===== src/rtl/inst_fetch_unit_pkg.sv =====
// Shared widths, constants and sizing helpers for the instruction fetch unit.
package inst_fetch_unit_pkg;

  localparam int INST_ADDR_W = 32;
  localparam int INST_W      = 32;

  localparam logic [INST_ADDR_W-1:0] ZERO_WORD        = 32'h0000_0000;
  localparam logic [INST_W-1:0]      NOP_INST         = 32'h0000_0000;
  localparam logic [INST_ADDR_W-1:0] RESET_PC_DEFAULT = 32'h0000_0000;

  typedef struct packed {
    logic [INST_ADDR_W-1:0] pc;
    logic [INST_W-1:0]      inst;
  } fetch_entry_t;

  // Pointer width for a queue of the given depth (at least one bit).
  function automatic int fetch_depth_log2(input int depth);
    return (depth > 1) ? $clog2(depth) : 1;
  endfunction

  // Width of an occupancy counter able to hold 0..depth.
  function automatic int cnt_width(input int depth);
    return $clog2(depth + 1);
  endfunction

endpackage


===== src/rtl/inst_fetch_unit_chk.sv =====
// Simulation-only protocol and bookkeeping invariants for inst_fetch_unit.
module inst_fetch_unit_chk #(
  parameter int CNT_W      = 3,
  parameter int TAG_W      = 2,
  parameter int FIFO_DEPTH = 4
) (
  input logic             clk,
  input logic             rst,
  input logic             rvalid,
  input logic [CNT_W-1:0] outst,
  input logic [CNT_W-1:0] drop,
  input logic [CNT_W-1:0] fifo_count,
  input logic [TAG_W-1:0] tag_count
);

  a_rvalid_needs_outst : assert property (@(posedge clk) disable iff (rst)
    !(rvalid && (outst == '0)));

  a_occupancy_bound : assert property (@(posedge clk) disable iff (rst)
    (({1'b0, fifo_count} + {1'b0, outst}) <= (CNT_W + 1)'(FIFO_DEPTH)));

  // Every outstanding request that will not be dropped owns exactly one tag.
  a_tags_match : assert property (@(posedge clk) disable iff (rst)
    (CNT_W'(tag_count) == (outst - drop)));

endmodule


===== src/rtl/inst_fetch_unit_fifo.sv =====
// Synchronous FIFO with clear and occupancy count; used for prefetch data and fetch tags.
module inst_fetch_unit_fifo
  import inst_fetch_unit_pkg::*;
#(
  parameter int WIDTH = 32,
  parameter int DEPTH = 4,
  parameter int CNT_W = cnt_width(DEPTH)
) (
  input  logic             clk,
  input  logic             rst,
  input  logic             clr,
  input  logic             push,
  input  logic [WIDTH-1:0] push_data,
  input  logic             pop,
  output logic [WIDTH-1:0] pop_data,
  output logic [CNT_W-1:0] count
);

  localparam int PTR_W = fetch_depth_log2(DEPTH);
  localparam logic [PTR_W-1:0] LAST_PTR = PTR_W'(DEPTH - 1);
  localparam logic [CNT_W-1:0] FULL_CNT = CNT_W'(DEPTH);

  logic [WIDTH-1:0] mem [DEPTH];
  logic [PTR_W-1:0] rd_ptr;
  logic [PTR_W-1:0] wr_ptr;
  logic             do_push;
  logic             do_pop;

  function automatic logic [PTR_W-1:0] next_ptr(input logic [PTR_W-1:0] p);
    return (p == LAST_PTR) ? '0 : p + PTR_W'(1);
  endfunction

  assign do_push  = push && (count != FULL_CNT);
  assign do_pop   = pop && (count != '0);
  assign pop_data = mem[rd_ptr];

  always_ff @(posedge clk) begin
    if (do_push && !clr && !rst) begin
      mem[wr_ptr] <= push_data;
    end
  end

  // Clear has the same effect as reset and overrides a same-cycle push/pop.
  always_ff @(posedge clk) begin
    if (rst || clr) begin
      rd_ptr <= '0;
      wr_ptr <= '0;
      count  <= '0;
    end else begin
      if (do_push) begin
        wr_ptr <= next_ptr(wr_ptr);
      end
      if (do_pop) begin
        rd_ptr <= next_ptr(rd_ptr);
      end
      case ({do_push, do_pop})
        2'b10:   count <= count + CNT_W'(1);
        2'b01:   count <= count - CNT_W'(1);
        default: count <= count;
      endcase
    end
  end

endmodule


===== src/rtl/inst_fetch_unit.sv =====
// Instruction fetch: PC generation, req/gnt/rvalid fetch, prefetch FIFO and registered output to decode.
module inst_fetch_unit
  import inst_fetch_unit_pkg::*;
#(
  parameter logic [31:0] RESET_PC   = RESET_PC_DEFAULT,
  parameter int          FIFO_DEPTH = 4,
  parameter int          MAX_OUTST  = 2
) (
  input  logic        clk,
  input  logic        rst,
  input  logic        stall_i,
  input  logic        redirect_i,
  input  logic [31:0] redirect_pc_i,
  output logic        mem_req_o,
  output logic [31:0] mem_addr_o,
  input  logic        mem_gnt_i,
  input  logic        mem_rvalid_i,
  input  logic [31:0] mem_rdata_i,
  output logic        if_valid_o,
  output logic [31:0] if_pc_o,
  output logic [31:0] if_inst_o
);

  localparam int CNT_W = cnt_width(FIFO_DEPTH);
  localparam int TAG_W = cnt_width(MAX_OUTST);
  localparam logic [CNT_W:0]   DEPTH_LIM = (CNT_W + 1)'(FIFO_DEPTH);
  localparam logic [CNT_W-1:0] OUTST_LIM = CNT_W'(MAX_OUTST);

  logic [31:0]      pc;
  logic [CNT_W-1:0] outst;
  logic [CNT_W-1:0] drop;
  logic [CNT_W-1:0] fifo_count;
  logic [TAG_W-1:0] tag_count;
  logic [31:0]      tag_head;
  logic [CNT_W:0]   occupancy;
  logic             grant;
  logic             resp;
  logic             take;
  logic             pop;
  fetch_entry_t     push_entry;
  fetch_entry_t     head;

  assign occupancy  = {1'b0, fifo_count} + {1'b0, outst};
  assign mem_addr_o = pc;
  assign push_entry = '{pc: tag_head, inst: mem_rdata_i};

  // Request gating and handshake decode.
  always_comb begin
    mem_req_o = 1'b0;
    grant     = 1'b0;
    resp      = 1'b0;
    take      = 1'b0;
    pop       = 1'b0;
    if (!rst && !redirect_i && (occupancy < DEPTH_LIM) && (outst < OUTST_LIM)) begin
      mem_req_o = 1'b1;
    end else begin
      mem_req_o = 1'b0;
    end
    grant = mem_req_o && mem_gnt_i;
    // A response with nothing outstanding is a protocol error and is ignored.
    resp  = mem_rvalid_i && (outst != '0);
    take  = resp && (drop == '0) && !redirect_i;
    pop   = !redirect_i && !stall_i && (fifo_count != '0);
  end

  // PC, outstanding and drop counters.
  always_ff @(posedge clk) begin
    if (rst) begin
      pc    <= RESET_PC;
      outst <= '0;
      drop  <= '0;
    end else begin
      if (redirect_i) begin
        pc <= redirect_pc_i & ~32'h0000_0003;
      end else if (grant) begin
        pc <= pc + 32'd4;
      end
      case ({grant, resp})
        2'b10:   outst <= outst + CNT_W'(1);
        2'b01:   outst <= outst - CNT_W'(1);
        default: outst <= outst;
      endcase
      // Requests still in flight at a redirect return stale words that must be discarded.
      if (redirect_i) begin
        drop <= outst - CNT_W'(resp);
      end else if (resp && (drop != '0)) begin
        drop <= drop - CNT_W'(1);
      end
    end
  end

  // Output register presented to decode.
  always_ff @(posedge clk) begin
    if (rst) begin
      if_valid_o <= 1'b0;
      if_pc_o    <= ZERO_WORD;
      if_inst_o  <= NOP_INST;
    end else if (redirect_i) begin
      if_valid_o <= 1'b0;
      if_pc_o    <= ZERO_WORD;
      if_inst_o  <= NOP_INST;
    end else if (!stall_i) begin
      if (pop) begin
        if_valid_o <= 1'b1;
        if_pc_o    <= head.pc;
        if_inst_o  <= head.inst;
      end else begin
        if_valid_o <= 1'b0;
        if_pc_o    <= ZERO_WORD;
        if_inst_o  <= NOP_INST;
      end
    end
  end

  inst_fetch_unit_fifo #(
    .WIDTH ($bits(fetch_entry_t)),
    .DEPTH (FIFO_DEPTH),
    .CNT_W (CNT_W)
  ) u_data_fifo (
    .clk       (clk),
    .rst       (rst),
    .clr       (redirect_i),
    .push      (take),
    .push_data (push_entry),
    .pop       (pop),
    .pop_data  (head),
    .count     (fifo_count)
  );

  // In-order addresses of granted, not-yet-returned requests.
  inst_fetch_unit_fifo #(
    .WIDTH (32),
    .DEPTH (MAX_OUTST),
    .CNT_W (TAG_W)
  ) u_tag_fifo (
    .clk       (clk),
    .rst       (rst),
    .clr       (redirect_i),
    .push      (grant),
    .push_data (pc),
    .pop       (take),
    .pop_data  (tag_head),
    .count     (tag_count)
  );

  inst_fetch_unit_chk #(
    .CNT_W      (CNT_W),
    .TAG_W      (TAG_W),
    .FIFO_DEPTH (FIFO_DEPTH)
  ) u_chk (
    .clk        (clk),
    .rst        (rst),
    .rvalid     (mem_rvalid_i),
    .outst      (outst),
    .drop       (drop),
    .fifo_count (fifo_count),
    .tag_count  (tag_count)
  );

endmodule


===== config.mk =====
export PLATFORM = sky130hd
export DESIGN_NAME = inst_fetch_unit
export DESIGN_NICKNAME = d
export VERILOG_FILES = /design/src/rtl/inst_fetch_unit_pkg.sv /design/src/rtl/inst_fetch_unit_chk.sv /design/src/rtl/inst_fetch_unit_fifo.sv /design/src/rtl/inst_fetch_unit.sv
export SDC_FILE = /design/constraint.sdc
export NUM_CORES = 1
export LEC_CHECK = 0
export ABC_AREA = 0
export CORE_ASPECT_RATIO = 1.5
export CORE_UTILIZATION = 50
export DETAILED_ROUTE_END_ITERATION = 8
export HOLD_SLACK_MARGIN = 0.02
export PLACE_DENSITY = 0.67
export SLEW_MARGIN = 30
export SYNTH_ARGS = -nofsm -noshare
export SYNTH_HDL_FRONTEND = slang
export SYNTH_HIERARCHICAL = 1
export SYNTH_SLANG_ARGS = --single-unit

===== constraint.sdc =====
create_clock -name clk -period 9.7 [get_ports clk]
set_input_delay 1.455 -clock clk [delete_from_list [all_inputs] [get_ports clk]]
set_output_delay 1.455 -clock clk [all_outputs]
set_load 0.05 [all_outputs]

# Word level (Yosys, flattened, before mapping)
# Memory sizes are Yosys's and may differ from the RTL's. A register that Yosys moved wholly into a read port is not among the register bits.
# Cells that the tools add are included.
dict set report totals {
  latch_bits 0
  n_memories 2
  in_bits 70
  word_cells 97
  mem_bits_rw 320
  reg_bits 114
  output_inout_bits 98
  rom_bits 0
}
# name words word_bits read_ports rd_ports_with_merged_regs write_ports line
set mem_list {}
lappend mem_list {u_data_fifo.mem 4 64 1 1 1 inst_fetch_unit_fifo.sv:23} ;# logic [WIDTH-1:0] mem [DEPTH];
lappend mem_list {u_tag_fifo.mem 2 32 1 1 1 inst_fetch_unit_fifo.sv:23}
dict set report classes {
  reduce_logical 33
  bitwise 0
  div 0
  n_lt_le_gt_ge 2
  mux 23
  n_eq_ne 10
  mul 0
  n_addsub 14
  n_shift 0
}
# operator count
set op_table {}
lappend op_table {{2-to-1 mux 32 bit} 4}
lappend op_table {{adder 32 x 3 -> 32 bit (second input constant)} 1}
lappend op_table {{logical AND 1 bit} 18}
lappend op_table {{case mux 3 bit (2 select lines)} 2}
lappend op_table {{nonzero test 2 bit} 6}
lappend op_table {{equality test 2 bit (second input constant)} 5}
lappend op_table {{2-to-1 mux 1 bit} 10}
lappend op_table {{nonzero test 3 bit} 3}
lappend op_table {{subtractor 3 x 1 -> 3 bit (second input constant)} 3}
lappend op_table {{2-to-1 mux 2 bit} 4}
lappend op_table {{adder 2 x 1 -> 2 bit (second input constant)} 3}
lappend op_table {{adder 3 x 1 -> 3 bit (second input constant)} 2}
lappend op_table {{equality test 2 x 1 -> 1 bit (second input constant)} 3}
lappend op_table {{2-to-1 mux 3 bit} 2}
lappend op_table {{adder 3 x 3 -> 4 bit} 1}
lappend op_table {{less-than comparator 4 x 3 -> 1 bit (second input constant)} 1}
lappend op_table {{case mux 2 bit (2 select lines)} 1}
lappend op_table {{logical NOT 1 bit} 3}
lappend op_table {{logical NOT 3 bit} 1}
lappend op_table {{less-than comparator 3 x 2 -> 1 bit (second input constant)} 1}
lappend op_table {{inequality test 3 bit (second input constant)} 1}
lappend op_table {{subtractor 3 x 1 -> 3 bit} 1}
lappend op_table {{adder 1 bit (second input constant)} 2}
lappend op_table {{inequality test 2 bit (second input constant)} 1}
lappend op_table {{3 further kinds} 3}

# Longest topological paths before layout
dict set report logic_depth {
  depth_word 11
  ltp_mapped 13
  ltp_nobuf 12
}

# Modules after synthesis
# Netlist, hierarchy kept.
# module area_per_inst_um2 cells_per_inst instances
set modules_own_cells {}
lappend modules_own_cells {{inst_fetch_unit_fifo at u_data_fifo} 9710.6 388 1}
lappend modules_own_cells {inst_fetch_unit 4391.7 505 1}
lappend modules_own_cells {{inst_fetch_unit_fifo at u_tag_fifo} 2539.9 127 1}

# Worst setup path after synthesis
# Ideal clock, no wire load.
dict set report synth_timing {
  path_kind {in2reg}
  startpoint {input port redirect_i}
  endpoint {memory u_tag_fifo.mem[0][0], enable pin}
  stages 7
  t_required_ns 9.239
  path_buffers 2
  path_slack_ns 4.587
  setup_ns 0.461
  t_arrival_ns 4.652
  cell_sequence {clkbuf_1 -> nor4_1 -> nand3_2 -> inv_2 -> clkbuf_8 -> nand2b_1 -> nor3_1}
}
dict set report synth_between {
  elab_chain_len 11
}
# item line
set synth_lines {}
lappend synth_lines {{start: declaration} inst_fetch_unit.sv:12} ;# input logic redirect_i,
lappend synth_lines {{logical NOT 1 bit} inst_fetch_unit.sv:54} ;# if (!rst && !redirect_i && (occupancy < DEPTH_LIM) && (outst < OUTST_LIM)) begin
lappend synth_lines {{logical AND 1 bit (3 in series)} inst_fetch_unit.sv:54}
lappend synth_lines {{2-to-1 mux 1 bit} inst_fetch_unit.sv:54}
lappend synth_lines {{logical AND 1 bit} inst_fetch_unit.sv:59} ;# grant = mem_req_o && mem_gnt_i;
lappend synth_lines {{net grant} inst_fetch_unit.sv:36} ;# logic grant;
lappend synth_lines {{logical AND 1 bit} inst_fetch_unit_fifo.sv:33} ;# assign do_push = push && (count != FULL_CNT);
lappend synth_lines {{logical AND 1 bit (2 in series)} inst_fetch_unit_fifo.sv:38} ;# if (do_push && !clr && !rst) begin
lappend synth_lines {{2-to-1 mux 1 bit} inst_fetch_unit_fifo.sv:38}
lappend synth_lines {{2-to-1 mux 1 bit (implied by the code)} inst_fetch_unit_fifo.sv:39} ;# mem[wr_ptr] <= push_data;
lappend synth_lines {{end: declaration} inst_fetch_unit_fifo.sv:23}
# The timed path passes the listed nets, and every way through them passes these cells.

# Worst setup path after layout
dict set report layout_timing {
  startpoint {input port rst}
  endpoint {output port mem_req_o}
}
dict set report layout_between {
  elab_chain_len 5
}
# item line
set layout_lines {}
lappend layout_lines {{start: declaration} inst_fetch_unit.sv:10} ;# input logic rst,
lappend layout_lines {{logical NOT 1 bit} inst_fetch_unit.sv:54}
lappend layout_lines {{logical AND 1 bit (3 in series)} inst_fetch_unit.sv:54}
lappend layout_lines {{2-to-1 mux 1 bit} inst_fetch_unit.sv:54}
lappend layout_lines {{end: declaration} inst_fetch_unit.sv:14} ;# output logic mem_req_o,
# No other way between the ends.

==> flow_metrics.py <==
metrics = {
    "sta": {
        "period_needed_ns": 5.11,
        "finalMaxSlewViolations": 0,
        "tns_ns": 0,
        "fmax_ghz": 0.196,
        "tightest_slew_ns": 0.913,
        "final-setup-viol-count": 0,
        "hold_violations": 0,
        "fin_crit_sh": 0.527,
        "rsz0062_at_grt": "no",
        "holdWs_ns": 0.480,
        "relSlewSlack": 0.391,
        "clock_skew_ns": 0.0142,
    },
    "placed_design": {
        "gp_congestion": 0.786,
        "post-place-cells": 1559,
        "place_hpwl_mm": 19.3,
        "post_dp_cell_area_sq_um": 18700,
        "portBuffers": 163,
    },
    "floorplan": {
        "row_count": 81,
        "die_h_um": 225,
        "die-width_um": 151,
        "num_io_pins": 168,
        "fp.dieArea_sq_um": 34000,
        "coreArea_sq_um": 32700,
        "initial_utilization": 0.508,
    },
    "final_layout": {
        "instances_no_fill": 1630,
        "final_cell_mix": "edfxtp_1, clkdlybuf4s50_1, dfxtp_1",
        "drive_above_1_share": 0.160,
        "final_common_cell": "edfxtp_1",
        "syn2layout_area_growth_pct": 20.4,
        "fin_area_sq_um": 20000,
        "nets": 1273,
        "diodes": 0,
    },
    "worst_setup_path": {
        "crit_type": "in -> out",
        "required_ns": 8.25,
        "cp-start-kind": "primary input",
        "r2r.worst_path.cells": 7,
        "cp-end-kind": "primary output",
        "cp_data_arrival_time_ns": 3.66,
        "critPathMaxFanout": 41,
    },
    "clock_network": {
        "cts_buffer_depth": 3,
        "cts.sinks": 435,
        "cts_resized": 0,
        "cts_buffers": 40,
        "path_clk_slew_ns": 0.06,
        "postCtsSetupBuffers": 0,
        "cts_tree": "built",
        "cts_hold_buf": 0,
        "worstSkewPairLatency_ns": 0.53,
        "clock_tree.root_cell": "clkbuf_16",
        "cts_max_level": 2,
    },
    "run": {
        "maxCapViolCount": 0,
    },
    "synthesis": {
        "synthArstFlopShare": 0,
        "synthCells": 1020,
        "yosys_warnings": 6,
        "ys_ff_latch": 435,
        "synth.avg_cell_area_sq_um": 16.3,
        "ys_seq_area_frac": 0.716,
        "synth_cell_type_count": 66,
        "synth_area_sq_um": 16600,
        "synth_edf_count": 320,
        "synth_flop_cell": "edfxtp_1",
    },
    "global_routing": {
        "grt_overflow_total": 0,
        "grt_use_met2": 0.354,
        "use_met3": 0.0314,
        "top_usage_layer": "met2",
        "grt_pass1_vias": 9418,
        "grt_max_degree": 67,
        "grt_pass1_wl_mm": 51.4,
        "antenna_found_initial": 0,
        "use_met1": 0.248,
        "grt_usage": 0.199,
    },
    "hold_path": {
        "hold_depth": 2,
        "hold_path_class": "reg -> reg",
    },
    "drt": {
        "routed_via_density": 5.69,
        "vias": 9271,
        "drcViolationCount": 0,
        "ant_nets": 0,
        "first_iter_violations": 405,
        "drt_first_pass_iters": 6,
        "wl_per_cell_um": 20.1,
        "drt-total-wl_mm": 32.8,
    },
    "pwr": {
        "cellLeakagePower_nw": 6.29,
        "vdd_drop_max_uv": 150,
        "powerDensity_nw_per_um2": 189,
    },
    "run_status": {
        "run_status": "finished clean",
    },
}
-- metrics by stage --
| stage | utilization | worst slack, ns | power [mW] |
|---|---|---|---|
| after global placement | 0.568 | 4.51 | 2.28 |
| after floorplan | - | 4.59 | 2.20 |
| final | 0.612 | 4.59 | 3.79 |
| after detailed placement | 0.573 | 4.46 | 2.28 |
| after CTS | 0.612 | 4.59 | 3.83 |
| after global routing | 0.612 | 4.49 | 3.91 |
-- worst paths after layout --
kind / start / end / slack (ns)
setup / recovery: rst / mem_req_o / 4.59
hold / removal: u_data_fifo/rd_ptr[0] / flip-flop / 0.48
setup reg to reg: outst[2] / u_tag_fifo/mem[1][24] / 5.96
hold reg to reg: u_data_fifo/rd_ptr[0] / flip-flop / 0.48
-- synthesized netlist by cell type, drive strengths merged, types with 2 or more instances --
master   instances  share of area
o211ai           7         0.0032
o21ai           18         0.0054
and3            11         0.0046
a31oi           13         0.0049
xnor2            5         0.0026
buf             23         0.0082
a22oi           67          0.030
ha              15          0.011
nor3             8         0.0024
mux2            34          0.023
or4              3         0.0014
edfxtp         320           0.58
nor4             5         0.0032
nand2b           3         0.0011
and2             5         0.0021
clkbuf          36          0.011
mux4            64          0.087
dfxtp          115           0.14
o31ai            4         0.0024
nand2           34         0.0077
a21oi           31         0.0093
a32oi            6         0.0032
or2              4         0.0015
nand3           19         0.0075
o21a             2        0.00098
xor2             5         0.0026
fa               2         0.0024
a311oi           3         0.0016
a211oi           2        0.00090
or3              8         0.0031
a2bb2oi          2         0.0011
o31a             3         0.0016
nand4           10         0.0038
inv             23         0.0052
nor2            97          0.022
-- metal layers --
metal  share of wire  routed length [um]  up-vias
li1                -                   -     4307
met1            0.42               13600     4664
met2            0.52               17100      256
met3           0.047                1540       44
met4           0.018                 577        0
met5               0                   0        -
-- worst max-delay path, stage by stage --
cell and delay, ns:
clkdlybuf4s50_1 0.39, buf_4 0.27, nor4_1 0.40, and3_1 0.30
clkdlybuf4s50_1 0.83
-- cell families (layout without fill, tap and decap cells) --
kind of cell / after synthesis / in the layout / share of synthesized area
AO/OA/AOI/OAI: 163 / 163 / 0.0677
AND/OR/NAND/NOR: 214 / 214 / 0.0638
other: 1 / 6 / 0.000225
multiplexers: 98 / 98 / 0.110
buffers and inverters: 82 / 272 / 0.0240
XOR/XNOR: 10 / 10 / 0.00526
adder cells (fa/ha/maj): 17 / 17 / 0.0137
flip-flops: 435 / 435 / 0.716
-- area by class of cell --
type	count	area [sq um]
multi-input cells	508	4380
well taps	415	519
repair buffers	178	1840
fillers	2457	12700
clock inverters	18	189
inverters	23	86.3
flip-flops and latches	435	11900
clock buffers	53	1110
-- where the power goes --
| group | switching, mW | total, mW | internal [mW] |
|---|---|---|---|
| Clock | 0.638 | 1.55 | 0.911 |
| Combinational | 0.122 | 0.203 | 0.0814 |
| Sequential | 0.0263 | 2.04 | 2.01 |
| Total | 0.786 | 3.79 | 3.00 |
-- flip-flops by register name, indices dropped and copies added (netlist names), 3 cells and up, named ones only --
register,count
drop,3
if_inst_o,32
if_pc_o,32
mem_addr_o,30
outst,3
u_data_fifo/count,3
u_data_fifo/mem,256
u_tag_fifo/mem,64
Power figures use the tool's default switching activity.
